===== config.mk =====
export PLATFORM = sky130hd
export DESIGN_NAME = fetch_ctrl
export DESIGN_NICKNAME = d
export VERILOG_FILES = /design/src/rtl/fetch_ctrl.sv
export SDC_FILE = /design/constraint.sdc
export NUM_CORES = 1
export LEC_CHECK = 0
export ABC_AREA = 0
export BUFFER_PORTS_ARGS = -buffer_cell sky130_fd_sc_hd__buf_2
export CELL_PAD_IN_SITES_DETAIL_PLACEMENT = 0
export CELL_PAD_IN_SITES_GLOBAL_PLACEMENT = 1
export CORE_MARGIN = 2
export CORE_UTILIZATION = 21
export DETAILED_ROUTE_END_ITERATION = 8
export PLACE_DENSITY_LB_ADDON = 0.1
export SKIP_LAST_GASP = 1
export SYNTH_ARGS = -nofsm -noshare
export SYNTH_HDL_FRONTEND = slang
export SYNTH_SLANG_ARGS = --single-unit

===== constraint.sdc =====
create_clock -name CLK -period 1.8 [get_ports CLK]
set_clock_uncertainty 0.2 [all_clocks]
set_input_delay 0.27 -clock CLK [delete_from_list [all_inputs] [get_ports CLK]]
set_output_delay 0.27 -clock CLK [all_outputs]
set_load 0.05 [all_outputs]

===== src/rtl/fetch_ctrl.sv =====
// Instruction fetch controller: requests one instruction at a time, holds it for decode,
// and handles redirect, halt and reset. Define FETCH_STATS_EN to add fetch/stall counters.
module fetch_ctrl (
    input  logic        CLK,
    input  logic        RST,
    input  logic [31:0] pc,
    input  logic [31:0] npc,
    output logic        PCen,
    output logic [31:0] cpc,
    output logic        iREN,
    output logic [31:0] iaddr,
    input  logic        ihit,
    input  logic [31:0] iload,
    output logic [31:0] instr,
    output logic        instr_valid,
    input  logic        id_ready,
    input  logic        redirect,
    input  logic [31:0] redirect_addr,
    input  logic        halt,
    output logic        halted
`ifdef FETCH_STATS_EN
    ,
    output logic [31:0] fetch_count,
    output logic [31:0] stall_count
`endif
);

    // state | meaning
    // IDLE  | one quiet cycle after reset before the first request
    // REQ   | read request outstanding at iaddr = pc
    // HOLD  | instruction presented to decode, waiting for id_ready
    // HALT  | fetch stopped until reset
    typedef enum logic [1:0] {
        IDLE = 2'b00,
        REQ  = 2'b01,
        HOLD = 2'b10,
        HALT = 2'b11
    } state_t;

    state_t      state;
    state_t      state_nxt;
    logic        take_hit;
    logic [31:0] redirect_tgt;

    assign redirect_tgt = redirect_addr & ~32'h0000_0003;

    always_ff @(posedge CLK or posedge RST) begin
        if (RST) begin
            state <= IDLE;
        end else begin
            state <= state_nxt;
        end
    end

    // halt outranks redirect, which outranks a coincident ihit
    always_comb begin
        state_nxt = state;
        PCen      = 1'b0;
        cpc       = npc;
        iREN      = 1'b0;
        iaddr     = pc;
        take_hit  = 1'b0;
        halted    = 1'b0;
        case (state)
            IDLE: begin
                if (halt) begin
                    state_nxt = HALT;
                end else begin
                    state_nxt = REQ;
                    if (redirect) begin
                        PCen = 1'b1;
                        cpc  = redirect_tgt;
                    end
                end
            end
            REQ: begin
                if (halt) begin
                    state_nxt = HALT;
                end else if (redirect) begin
                    PCen      = 1'b1;
                    cpc       = redirect_tgt;
                    state_nxt = REQ;
                end else begin
                    iREN = 1'b1;
                    if (ihit) begin
                        PCen      = 1'b1;
                        take_hit  = 1'b1;
                        state_nxt = HOLD;
                    end
                end
            end
            HOLD: begin
                if (halt) begin
                    state_nxt = HALT;
                end else if (redirect) begin
                    PCen      = 1'b1;
                    cpc       = redirect_tgt;
                    state_nxt = REQ;
                end else if (id_ready) begin
                    state_nxt = REQ;
                end
            end
            HALT: begin
                halted = 1'b1;
            end
            default: begin
                state_nxt = IDLE;
            end
        endcase
    end

    always_ff @(posedge CLK or posedge RST) begin
        if (RST) begin
            instr <= 32'h0;
        end else if (take_hit) begin
            instr <= iload;
        end
    end

    // valid exactly while the FSM sits in HOLD
    always_ff @(posedge CLK or posedge RST) begin
        if (RST) begin
            instr_valid <= 1'b0;
        end else begin
            instr_valid <= (state_nxt == HOLD);
        end
    end

`ifdef FETCH_STATS_EN
    always_ff @(posedge CLK or posedge RST) begin
        if (RST) begin
            fetch_count <= 32'h0;
            stall_count <= 32'h0;
        end else begin
            if (take_hit) begin
                fetch_count <= fetch_count + 32'd1;
            end
            if ((state == REQ) && !ihit) begin
                stall_count <= stall_count + 32'd1;
            end
        end
    end
`endif

endmodule


Word-level counts from Yosys, hierarchy flattened
Cells that the tools add are included.
- input bits: 134
- flip-flop bits (word level): 35
- muxes and demuxes: 24
- reduce and logical (&&, ||, !) cells: 3
- eq/ne operators: 4
- operator list (cell ; count):
    $mux W32 ; 3
    $mux W2 ; 7
    $mux W1 ; 12
    $eq A2 B2 Y1 const B ; 3
    $pmux W2 S3 ; 1
    $reduce_or A3 Y1 ; 1
    $eq A2 B1 Y1 const B ; 1
    $logic_not A2 Y1 ; 1
    $pmux W1 S2 ; 1
    $reduce_or A2 Y1 ; 1

Logic depth before layout (Yosys ltp)
Gate-level depths: netlist of run 1.
- word-level depth: 5
- gate-level depth with buffers: 5

Least setup slack after synthesis of run 1
OpenSTA, ideal clock, no wires.
- path kind: register to register
- start point: register state[1]
- end point: register instr[7]
- path buffers: 1
- library setup time: 0.128 ns
- data required time: 1.472 ns
- stages on the path, launching flop included: 5
- arrival time: 2.242 ns
- slack: -0.769 ns
- cells stage by stage: dfrtp_1 > nor4b_2 > nand2_1 > buf_2 > mux2_1
- word-level cells in the longest chain between the ends: 2
- RTL lines (element ; line ; RTL):
    from (decl) ; 40 ; state_t state;
    from (signal assigned) ; 51 ; state <= state_nxt;
    $eq A2 B1 Y1 ; 64 ; case (state)
    $mux W1 ; 64 ;
    to (signal assigned) ; 116 ; instr <= iload;
    to (decl) ; 14 ; output logic [31:0] instr,
Every way passes these cells.
A chain may end at the register's enable or synchronous reset.

Final worst setup path of run 1
- start point: register state[0]
- end point: output port cpc[19]
- word-level cells in the longest chain between the ends: 3
- RTL lines (element ; line ; RTL):
    $eq A2 B2 Y1, or another cell as far along ; 64 ;
    $reduce_or A3 Y1 (no line) (*) ; n/a ;
    $mux W32 (*) ; n/a ;
    to (decl) ; 9 ; output logic [31:0] cpc,
Every way passes the cells marked *; elsewhere a longest branch is shown, timed or not.

==> metrics, run 1 <==
run status finished, violations left; via count of the routed design 1759; floorplan die area 10700 um2; via count normalized by instance count 4.01; global-route wire length before repair 10500 um; actual transition at the worst max-transition pin 0.449 ns; cell area after technology mapping 2080 um2; syn_area_per_cell 13.4 um2; largest net degree at the start of global routing 36; Max FO, Critical Path 16; number of buffers added on ports 167; Hold Vio Cnt, Final 0; Synth Net Count 289; number of search-and-repair iterations in the first detailed-routing pass 3; number of antenna violations at the first check in global routing 0; total clock buffers created by CTS 5; register-to-register setup slack 0.06 ns; achievable clock frequency 428 MHz; VDD IR-drop max 375 uV; proportion of synthesized chip area in sequential cells 0.421; beginning of the worst hold path iload[26]; Layout Cell Area excl Fill 3240 um2; die height 104 um; number of nets at the end of the flow 440; worst-case hold slack 0.0186 ns; Top-Level Pins 234; count of different cell masters after synthesis 19; initial core utilization 0.215; unrepaired setup endpoints after global routing yes; critical path start-end classification reg -> out; FF+latch count, synth 35; vias in the first global route 1914; initial detailed-routing violation count 52; fill count 1032; remaining routing DRC violations 0; x dimension of the die 104 um; total detailed-routing wirelength 6800 um; arrival time at the worst endpoint 1.87 ns; routed length per placed instance 15.5 um; startpoint of the worst register-to-register path state[1]$_DFF_PP0_; crit end category output port; headroom to the max-slew limit 0.700; number of diodes added for antenna fixing 0; WP data required 1.33 ns; fin crit share 1.30; Floorplan Core Area 9680 um2; total of endpoints with negative setup slack in the final report 32; failing checks negative setup slack; total global routing track utilization 0.122; layout overhead on the synthesized area 55.6%; layout cell share with drive strength beyond 1 0.840; GPL Wtd Cong 0.755; WHS Path Cells 2; placed cell area 2920 um2; Ys Warns 0; overflow left after global routing 0; leak pwr 1.92 nW; type of the tightest min-delay check in -> reg; final critical-path setup slack -0.536 ns; gate count of the mapped netlist 155; clock tree from TritonCTS yes; launching element type of the critical path flip-flop; total power density per cell area 594 nW/um2; insertion delay to the later sink of the worst-skew pair 0.28 ns; clock transition at the registers of the reported paths 0.07 ns; number of max-slew violations in the final report 0; endpoint of the worst hold-timing path instr[26]$_DFFE_PP0P_; number of antenna-violating nets in the routed design 0; Site Rows 36; detailed placement HPWL 5530 um; CTS H-Tree Depth 2; Clock Sinks 35; reg2reg end instr[13]$_DFFE_PP0P_; clock buffer depth 2; maxcap violations 0; min cycle time layout 2.34 ns; root buffer cell clkbuf_8; count of cells along the worst register-to-register path 5
-- critical path, stage by stage, from the launching register on --
cell,delay (ns)
dfrtp_1,0.38
and2_4,0.16
or3_4,0.37
buf_12,0.18
mux2_4,0.30
buf_4,0.19
-- cell usage after synthesis, drive strengths merged --
cell,count,area (um2)
nand2,2,7.51
and2,3,18.8
inv,2,7.50
nor3,2,10.0
buf,39,294
nor4b,1,15.0
mux2,62,803
a31oi,1,6.26
a21oi,2,10.0
or3,2,12.5
dfrtp,35,876
o21ai,1,5.00
and3b,1,8.76
nor2,2,7.51
-- per-stage QoR --
step / total power, mW / instances / worst slack (ns) / TNS [ns] / util
5_1_grt: 2.03 / 439 / -0.616 / -19.53 / 0.335
6_report: 1.93 / 439 / -0.536 / -16.53 / 0.335
3_3_place_gp: 1.35 / 425 / -0.364 / -10.84 / 0.302
4_1_cts: 1.97 / 436 / -0.560 / -17.37 / 0.328
2_1_floorplan: 1.34 / 155 / -0.300 / -16.83 / -
3_5_place_dp: 1.35 / 425 / -0.365 / -10.97 / 0.302
-- how the worst max path moves through the flow --
stage                       start  slack, ns  depth (start not counted)  endpoint
2_1_floorplan  state[0]$_DFF_PP0_      -0.30                          5   cpc[10]
3_3_place_gp   state[0]$_DFF_PP0_      -0.36                          5   cpc[19]
3_5_place_dp   state[0]$_DFF_PP0_      -0.36                          5   cpc[13]
4_1_cts        state[0]$_DFF_PP0_      -0.56                          5   cpc[13]
5_1_grt        state[0]$_DFF_PP0_      -0.62                          5   cpc[15]
6_report       state[0]$_DFF_PP0_      -0.54                          5   cpc[19]
-- cell usage in the layout (no fill, tap or decap), types with 2 or more instances in the layout --
master | netlist | final
buf_12 | 0 | 3
buf_2 | 4 | 133
buf_4 | 32 | 34
a21oi_1 | 2 | 2
dfrtp_1 | 35 | 35
buf_6 | 3 | 9
clkbuf_8 | 0 | 6
and2_4 | 0 | 3
mux2_2 | 33 | 32
nor2_1 | 2 | 2
mux2_4 | 28 | 29
dlygate4sd3_1 | 0 | 2
-- cell families after synthesis --
logic type	count (synthesis)	synth area share
AND/OR/NAND/NOR	13	0.0385
multiplexers	62	0.386
flip-flops	35	0.421
AO/OA/AOI/OAI	4	0.0102
buffers and inverters	41	0.145
-- where the power goes --
part / internal, mW / leakage [nW] / total (mW) / switching, mW
combinational: 0.215 / 1.40 / 0.542 / 0.326
clock: 0.300 / 0.0470 / 0.564 / 0.264
sequential: 0.810 / 0.472 / 0.820 / 0.0102
total: 1.33 / 1.92 / 1.93 / 0.600
-- flip-flops by register name, summed over array words and instances (netlist names) --
name	cells
state	2
instr	32
instr_valid	1
-- per-layer routing --
layer	share of wire	track usage	vias to the layer above
li1	-	-	802
met1	0.35	0.126	818
met2	0.53	0.228	118
met3	0.10	0.0472	21
met4	0.023	0.0357	0
met5	0	0.00476	-
-- area by class of cell --
cell class | instances | area [um2] | area share
repair buffers | 183 | 1150 | 0.356
multi-input cells | 79 | 948 | 0.293
flip-flops and latches | 35 | 876 | 0.270
well taps | 133 | 166 | 0.0514
clock buffers | 6 | 82.6 | 0.0255
inverters | 2 | 7.51 | 0.00232
clock inverters | 1 | 5.00 | 0.00154
-- what timing repair did --
item | 4_1_cts | 5_1_grt
hold buffers | 2 | 0
setup endpoints to repair | 34 | 65
hold endpoints to repair | 36 | 0
pin swaps | 0 | 2
buffers inserted | 1 | 4
cloned | 1 | 1
gates resized for setup | 42 | 6
No activity file was read; power rests on OpenSTA's default activity.
==> inputs of run 2 (changes only) <==
==> config.mk (replaced) <==
export PLATFORM = sky130hd
export DESIGN_NAME = fetch_ctrl
export DESIGN_NICKNAME = d
export VERILOG_FILES = /design/src/rtl/fetch_ctrl.sv
export SDC_FILE = /design/constraint.sdc
export NUM_CORES = 1
export LEC_CHECK = 0
export ABC_AREA = 0
export CELL_PAD_IN_SITES_DETAIL_PLACEMENT = 0
export CELL_PAD_IN_SITES_GLOBAL_PLACEMENT = 1
export CORE_AREA = 2 2 92 94
export DETAILED_ROUTE_END_ITERATION = 8
export DIE_AREA = 0 0 94 96
export DONT_BUFFER_PORTS = 1
export PLACE_DENSITY_LB_ADDON = 0.1
export SKIP_LAST_GASP = 1
export SLEW_MARGIN = 0
export SYNTH_ARGS = -nofsm -noshare
export SYNTH_HDL_FRONTEND = slang
export SYNTH_SLANG_ARGS = --single-unit
==> run 2 against run 1 <==
  * Clock-buffer cell count up 1
  * Hold slack better by 0.017 ns
  * Highest routed layer unchanged
  * Routed wire length down 14%
  * Non-clock buffer count down 133
  * Cell count down 36%
  * Largest cell class is now multi-input combinational cells
  * Flip-flop and latch count unchanged
  * The run still ends with negative setup slack left
  * Register-to-register slack worse by 0.03 ns
  * Utilization down 1.2 points
  * Combinational power down 42%
  * Largest power group unchanged
==> metrics, run 2 (same netlist as run 1, synthesis figures left out) <==
run status finished, violations left; failing checks negative setup slack; fill count 789; actual transition at the worst max-transition pin 0.494 ns; unrepaired setup endpoints after global routing yes; number of antenna violations at the first check in global routing 0; Hold Vio Cnt, Final 0; number of standard cells in the layout, taps in and fillers out 279; total clock buffers created by CTS 5; highest-count cells in the layout ignoring fill and taps dlygate4sd3_1 (36), dfrtp_1 (35), mux2_2 (31); crit end category output port; number of buffers added on ports 0; detailed placement HPWL 4680 um; final core utilization 0.323; clock tree from TritonCTS yes; CTS H-Tree Depth 2; floorplan die area 9020 um2; fin crit share 1.25; layout cell share with drive strength beyond 1 0.517; via count of the routed design 1261; Clock Sinks 35; die height 96 um; total of endpoints with negative setup slack in the final report 33; Inst Count DP 232; Site Rows 33; remaining routing DRC violations 0; total global routing track utilization 0.120; initial core utilization 0.259; number of max-slew violations in the final report 0; total power density per cell area 700 nW/um2; root buffer cell clkbuf_8; Largest register FFs 32; VDD IR-drop max 259 uV; most common cell after layout, fill and taps aside dlygate4sd3_1; largest net degree at the start of global routing 36; register-to-register setup slack 0.03 ns; number of antenna-violating nets in the routed design 0; metal2 WL 3180 um; initial detailed-routing violation count 30; type of the tightest min-delay check in -> reg; WP data required 1.33 ns; Top-Level Pins 234; wire length on met1 1940 um; achievable clock frequency 445 MHz; clock buffer depth 2; critical path start-end classification reg -> out; overflow left after global routing 0; final critical-path setup slack -0.448 ns; highest layer used for signal routing met4; min cycle time layout 2.25 ns; total detailed-routing wirelength 5860 um; headroom to the max-slew limit 0.671; GPL Wtd Cong 0.760; layout overhead on the synthesized area 24.8%; Max FO, Critical Path 8; number of nets at the end of the flow 307; via count normalized by instance count 4.52; vias in the first global route 1357; launching element type of the critical path flip-flop; aggregate negative setup slack -14.06 ns; placed cell area 2050 um2; x dimension of the die 94 um; arrival time at the worst endpoint 1.78 ns; insertion delay to the later sink of the worst-skew pair 0.27 ns; leak pwr 1.31 nW; routed length per placed instance 21.0 um; biggest registers after layout instr (32), state (2), instr_valid (1); global-route wire length before repair 7730 um; register containing the most flip-flops in the final layout instr; routed wire length on met3 720 um; number of diodes added for antenna fixing 0; number of search-and-repair iterations in the first detailed-routing pass 3; pre-CTS setup slack -0.264 ns; Floorplan Core Area 8050 um2; Layout Cell Area excl Fill 2600 um2; clock transition at the registers of the reported paths 0.07 ns; maxcap violations 0
[run 2: area by class of cell]
class	count	area [um2]	area share
inverter	2	7.51	0.00289
clock inverter	1	8.76	0.00337
tap	105	131	0.0506
sequential	35	876	0.337
clock buffer	7	86.3	0.0332
multi-input combinational	79	947	0.364
timing repair buffer	50	542	0.208
[run 2: critical path, cell delays in order, from the launching register on]
cell and delay, ns:
dfrtp_1 0.38, and2_4 0.16, or3_4 0.38, buf_6 0.17, mux2_4 0.39
[run 2: path summary, 6_finish.rpt]
check / start / to / cells past startpoint
setup / recovery: state[0]$_DFF_PP0_ / cpc[23] / 4
hold / removal: redirect / state[1]$_DFF_PP0_ / 3
setup reg to reg: state[1]$_DFF_PP0_ / instr[7]$_DFFE_PP0P_ / 5
hold reg to reg: state[1]$_DFF_PP0_ / state[1]$_DFF_PP0_ / 3
max in group asynchronous: RST / instr[21]$_DFFE_PP0P_ / 3
min in group asynchronous: RST / instr[8]$_DFFE_PP0P_ / 3
[run 2: repair_timing]
action / CTS / global route
gates resized for setup: 11 / 2
pin swaps: 1 / 2
cloned: 1 / 0
hold buffers: 36 / 0
setup buffers: 1 / 1
endpoints found under the hold margin: 70 / 0
setup endpoints to repair: 34 / 62
[run 2: per-layer routing]
metal / track usage / up-vias
met4: 0.0229 / 0
met1: 0.124 / 596
met2: 0.216 / 126
li1: - / 537
met5: 0 / -
met3: 0.0681 / 2
[run 2: power by group]
group          switching (mW)  internal [mW]  leakage [nW]  total [mW]
combinational           0.185          0.128         0.793       0.313
clock                   0.282          0.314        0.0484       0.596
sequential              0.103          0.808         0.472       0.911
total                   0.570           1.25          1.31        1.82
[run 2: through the flow]
stage / hold WS (ns) / power, mW
6_report: 0.0357 / 1.82
5_1_grt: 0.0380 / 1.94
2_1_floorplan: 0.141 / 1.34
3_5_place_dp: 0.101 / 1.18
3_3_place_gp: 0.0935 / 1.18
4_1_cts: 0.0152 / 1.87
